===== config.mk =====
export PLATFORM = sky130hd
export DESIGN_NAME = sha256_msg_feeder
export DESIGN_NICKNAME = d
export VERILOG_FILES = /design/src/rtl/sha256_msg_feeder.sv
export SDC_FILE = /design/constraint.sdc
export NUM_CORES = 2
export LEC_CHECK = 0
export ABC_AREA = 1
export ABC_CLOCK_PERIOD_IN_PS = 32100
export CAP_MARGIN = 20
export CORE_AREA = 4 4 410 412
export DETAILED_ROUTE_END_ITERATION = 8
export DIE_AREA = 0 0 414 416
export GPL_TIMING_DRIVEN = 0
export PLACE_DENSITY_LB_ADDON = 0.3
export SETUP_SLACK_MARGIN = 0.3
export SYNTH_ARGS = -nofsm -noshare
export SYNTH_HDL_FRONTEND = slang
export SYNTH_SLANG_ARGS = --single-unit

===== constraint.sdc =====
create_clock -name clk -period 32.1 [get_ports clk]
set_input_delay 6.42 -clock clk [delete_from_list [all_inputs] [get_ports clk]]
set_output_delay 6.42 -clock clk [all_outputs]
set_load 0.01 [all_outputs]

===== src/rtl/sha256_msg_feeder.sv =====
// SHA-256 message front end: pads a byte stream into 512-bit blocks and sequences
// the compression core one block at a time, returning the final digest.
module sha256_msg_feeder (
  input  logic         clk,
  input  logic         rst,
  input  logic         in_valid,
  output logic         in_ready,
  input  logic [7:0]   in_data,
  input  logic         in_keep,
  input  logic         in_last,
  output logic [511:0] blk_data,
  output logic         blk_start,
  output logic         blk_first,
  input  logic         core_ready,
  input  logic [255:0] core_hash,
  output logic [255:0] digest,
  output logic         digest_valid,
  output logic         busy
);

  typedef enum logic [1:0] {
    S_FILL  = 2'd0,
    S_ISSUE = 2'd1,
    S_WAIT  = 2'd2,
    S_REL   = 2'd3
  } state_t;

  state_t         state_q, state_d;
  logic [511:0]   blk_q, blk_d;
  logic [6:0]     pos_q, pos_d;
  logic [63:0]    len_q, len_d;
  logic           first_q, first_d;
  logic           pend_len_q, pend_len_d;
  logic           pad80_q, pad80_d;
  logic           fin_q, fin_d;
  logic [255:0]   digest_q, digest_d;
  logic           dvalid_q, dvalid_d;

  logic [6:0]     pos_n;
  logic [63:0]    len_n;

  // Bit offset of byte p inside the block; byte 0 occupies the top byte.
  function automatic logic [8:0] byte_off(input logic [6:0] p);
    return 9'd504 - {p[5:0], 3'b000};
  endfunction

  // Next-state, block assembly and digest capture.
  always_comb begin
    state_d    = state_q;
    blk_d      = blk_q;
    pos_d      = pos_q;
    len_d      = len_q;
    first_d    = first_q;
    pend_len_d = pend_len_q;
    pad80_d    = pad80_q;
    fin_d      = fin_q;
    digest_d   = digest_q;
    dvalid_d   = 1'b0;
    pos_n      = pos_q;
    len_n      = len_q;

    case (state_q)
      S_FILL: begin
        if (in_valid) begin
          if (in_keep) begin
            blk_d[byte_off(pos_q) +: 8] = in_data;
            pos_n = pos_q + 7'd1;
            len_n = len_q + 64'd8;
          end else begin
            pos_n = pos_q;
            len_n = len_q;
          end
          pos_d = pos_n;
          len_d = len_n;
          if (in_last) begin
            // Terminator and length go where they fit; otherwise a trailing block is owed.
            if (pos_n <= 7'd55) begin
              blk_d[byte_off(pos_n) +: 8] = 8'h80;
              blk_d[63:0]                 = len_n;
              fin_d                       = 1'b1;
            end else if (pos_n <= 7'd63) begin
              blk_d[byte_off(pos_n) +: 8] = 8'h80;
              pend_len_d                  = 1'b1;
              fin_d                       = 1'b0;
            end else begin
              pend_len_d = 1'b1;
              pad80_d    = 1'b1;
              fin_d      = 1'b0;
            end
            state_d = S_ISSUE;
          end else if (pos_n == 7'd64) begin
            fin_d   = 1'b0;
            state_d = S_ISSUE;
          end else begin
            state_d = S_FILL;
          end
        end else begin
          state_d = S_FILL;
        end
      end

      S_ISSUE: begin
        // Core drops ready on the edge it samples start.
        if (!core_ready) begin
          state_d = S_WAIT;
        end else begin
          state_d = S_ISSUE;
        end
      end

      S_WAIT: begin
        if (core_ready) begin
          if (fin_q) begin
            digest_d = core_hash;
            dvalid_d = 1'b1;
          end else begin
            dvalid_d = 1'b0;
          end
          state_d = S_REL;
        end else begin
          state_d = S_WAIT;
        end
      end

      S_REL: begin
        blk_d   = 512'd0;
        pos_d   = 7'd0;
        first_d = fin_q;
        if (pend_len_q) begin
          if (pad80_q) begin
            blk_d[511:504] = 8'h80;
          end else begin
            blk_d[511:504] = 8'h00;
          end
          blk_d[63:0] = len_q;
          pend_len_d  = 1'b0;
          pad80_d     = 1'b0;
          fin_d       = 1'b1;
          state_d     = S_ISSUE;
        end else begin
          if (fin_q) begin
            len_d = 64'd0;
          end else begin
            len_d = len_q;
          end
          state_d = S_FILL;
        end
      end

      default: begin
        state_d = S_FILL;
      end
    endcase
  end

  // State and datapath registers.
  always_ff @(posedge clk or posedge rst) begin
    if (rst) begin
      state_q    <= S_FILL;
      blk_q      <= 512'd0;
      pos_q      <= 7'd0;
      len_q      <= 64'd0;
      first_q    <= 1'b1;
      pend_len_q <= 1'b0;
      pad80_q    <= 1'b0;
      fin_q      <= 1'b0;
      digest_q   <= 256'd0;
      dvalid_q   <= 1'b0;
    end else begin
      state_q    <= state_d;
      blk_q      <= blk_d;
      pos_q      <= pos_d;
      len_q      <= len_d;
      first_q    <= first_d;
      pend_len_q <= pend_len_d;
      pad80_q    <= pad80_d;
      fin_q      <= fin_d;
      digest_q   <= digest_d;
      dvalid_q   <= dvalid_d;
    end
  end

  assign in_ready     = (state_q == S_FILL) && !rst;
  assign blk_start    = (state_q == S_ISSUE) || (state_q == S_WAIT);
  assign blk_data     = blk_q;
  assign blk_first    = first_q;
  assign digest       = digest_q;
  assign digest_valid = dvalid_q;
  assign busy         = !((state_q == S_FILL) && (len_q == 64'd0) && !pend_len_q);

endmodule


==> flow_summary_export.csv <==
group,metric,value,unit
layout,fillers,17300,
yosys,synth_ff_type,"dfrtp_1",
power,combinationalPowerShare,0.477,
yosys,synth_area,42790,um2
clock_tree,clock_latency,760,ps
yosys,synth_edf_count,0,
route,maxUsedRoutingLayer,"met5",
layout,finalNonFillerCells,9184,
route,drt_iter0_drc,6190,
floorplanning,rows,149,
route,drt-met1-wl,105900,um
timing,period_minus_slack,14040,ps
yosys,yosysWarnings,0,
power,p_sw_frac,0.4553,
timing,finClkSkew,39.58,ps
yosys,yosys_register_bits,843,
placed_design,pre_cts_ws,18070,ps
floorplanning,core_area,164400,um2
power,p_sw,2.682,mW
clock_tree,clock_path_buffers,3,
clock_tree,post_cts.repair.setup_buffers,0,
job,drv_cap,0,
setup_path,worstPathArrival,7620,ps
floorplanning,die_h,416,um
worst_hold_path,hold_path_class,"reg -> reg",
power,seq_power_share,0.303,
grt,grt_pass1_wl,388700,um
placed_design,place_congestion,1.045,
layout,area_delta_synth_final,41.05,%
clock_tree,clock-sinks,843,
route,routedWlPerCell,31.77,um
route,route.met2.wl,131200,um
route,routed_wl,291800,um
timing,hold_violations,0,
timing,worst_slew_pin_slew,1319,ps
timing,whs,478.6,ps
timing,slew_headroom,0.1204,
layout,nNetsFinal,7174,
setup_path,path_max_fanout,2,
clock_tree,h-tree-depth,3,
placed_design,port_buffers,1041,
floorplanning,initial_core_util,0.2602,
route,vias,48330,
route,routed_via_density,5.262,
yosys,synthArstFlopShare,1.000,
setup_path,critPathKind,"in -> out",
yosys,seq_area_frac_synth,0.4931,
grt,grt-ovfl-total,0,
timing,finalMaxSlewViolations,0,
placed_design,placed_cells,8965,
setup_path,r2r_cells,18,
timing,clock.fmax,71.24,MHz
yosys,syn-num-nets,5988,
floorplanning,die_area,172200,um2
power,p_leak,26.68,nW
layout,utilization,0.3670,
setup_path,endpoint_kind,"output port",
yosys,synth_cell_types,52,
power,p_clk_frac,0.220,
outcome,status,"completed",
timing,finalCritPeriodShare,0.4373,
grt,track_usage,0.3238,
clock_tree,cts_tree,"done",
setup_path,cp-start-kind,"input port",
route,drc,0,
grt,antenna_found_initial,31,
yosys,synth_cells,5705,
power,p_int,3.208,mW
worst_hold_path,holdPathStages,2,
floorplanning,ioPinCount,1043,
setup_path,cp.required,25680,ps
clock_tree,cts_resized,0,
route,drtPass1Iterations,6,
placed_design,place_hpwl,233500,um
clock_tree,path_clk_slew,60,ps
route,dr_wl_met3,29920,um
layout,layout-drive-gt1-share,0.05257,
floorplanning,die_w,414,um
power,peakVddDrop,0.00005275,V
clock_tree,cts_hold_buf,0,
grt,grt_max_degree,110,
timing,finalSetupViolCount,0,
clock_tree,numCtsBuffers,108,
timing,setup_ws,18060,ps
route,postRouteAntennaNets,0,
clock_tree,root_buffer,"clkbuf_16",
timing,rsz0062_at_grt,"false",
yosys,synth.avg_cell_area,7.500,um2
grt,grt_pass1_vias,45570,
power,power.density,97.60,nW/um2
-- Yosys cell counts (18+ instances only) --
master    number  share of area
clkbuf_1     227          0.020
dfrtp_1      842           0.49
a21oi_1      251          0.029
buf_1         30         0.0026
o22ai_1      126          0.018
nand2_2       25         0.0037
o211ai_1      76          0.013
nand4_1       37         0.0054
nor2_1       372          0.033
o21ai_0      681          0.080
nand2_1     1911           0.17
nor2_2        21         0.0031
inv_2         18         0.0016
nor4_1        26         0.0038
xor2_1        45         0.0092
o21ai_1       45         0.0053
buf_2         33         0.0039
nand3_1      279          0.033
inv_1        493          0.043
nor3_1        40         0.0047
-- worst paths after layout --
kind,to,startpoint,slack (ps)
max reg2reg,blk_data[54],pos_q[0],27390
min,digest[180],digest[180],480
max in group asynchronous,digest[185],rst,23290
min in group asynchronous,blk_data[186],rst,6190
min reg2reg,digest[180],digest[180],480
max,in_ready,rst,18060
-- worst max-delay path: stages --
cell	delay [ps]
clkdlybuf4s50_1	510
nor2_1	140
clkdlybuf4s50_1	550
-- metrics by stage --
step / TNS, ps / total power, mW / instance area [um2]
global route: 0 / 6.109 / 60320
CTS: 0 / 5.856 / 60250
detailed placement: 0 / 4.545 / 56540
floorplan: 0 / 2.778 / 42790
finish: 0 / 5.890 / 60350
global placement: -9392840 / 4.503 / 55940
-- layout make-up --
class / count / area [um2] / area share
diodes: 14 / 35.03 / 0.0005805
clock inverters: 44 / 484.2 / 0.008024
plain buffers: 297 / 1201 / 0.01990
flip-flops and latches: 843 / 21100 / 0.3496
repair buffers: 1076 / 11070 / 0.1834
well taps: 2189 / 2739 / 0.04538
inverters: 516 / 1944 / 0.03222
clock buffers: 156 / 3226 / 0.05345
multi-input cells: 4049 / 18560 / 0.3075
-- layout by cell type (no fill, tap or decap), types with 7 or more instances in the layout --
cell type        instances
clkbuf_8                30
o21ai_1                 45
a31oi_1                 14
nor3_1                  39
o21ai_2                  8
ha_1                    13
nand3_1                279
buf_2                   34
inv_2                   18
clkinv_2                21
nor2_1                 372
nand2_1               1911
nor2_2                  21
nor4_1                  26
nand4_1                 37
inv_1                  492
buf_16                  11
buf_1                   30
clkbuf_16              110
buf_8                   21
o21ai_0                681
clkbuf_1               243
dfrtp_1                842
clkdlybuf4s50_1       1041
clkinvlp_4               9
o22ai_1                126
o211ai_1                76
nand2_2                 25
xor2_1                  45
diode_2                 14
nor3_2                   8
a21oi_1                251
buf_6                    7
o2111ai_1               17
-- layer usage --
metal,vias up,track usage
met3,688,0.1002
met4,22,0.2209
met2,2854,0.5129
li1,20990,-
met5,-,0
met1,23770,0.3753
-- flip-flops by register name (all words and copies together), names as in the netlist --
name          flops
fin_q             1
digest_valid      1
len_q            61
pend_len_q        1
pad80_q           1
state_q           2
blk_first         1
digest          256
pos_q             7
blk_data        512
-- cells by family after synthesis --
group,share of synthesized area
buf+inv,0.07334
flops,0.4931
mux,0.0002632
simple gates,0.2614
fa+ha+maj,0.003802
xor+xnor,0.009592
compound gates,0.1586
-- power by group through the flow --
stage,registers (mW),logic (mW),clock network [mW]
after global routing,1.82,2.94,1.34
after detailed placement,1.79,2.76,0
after global placement,1.79,2.71,0
after floorplan,1.85,0.931,0
final,1.79,2.81,1.29
after CTS,1.78,2.77,1.31
Power figures use the tool's default switching activity.
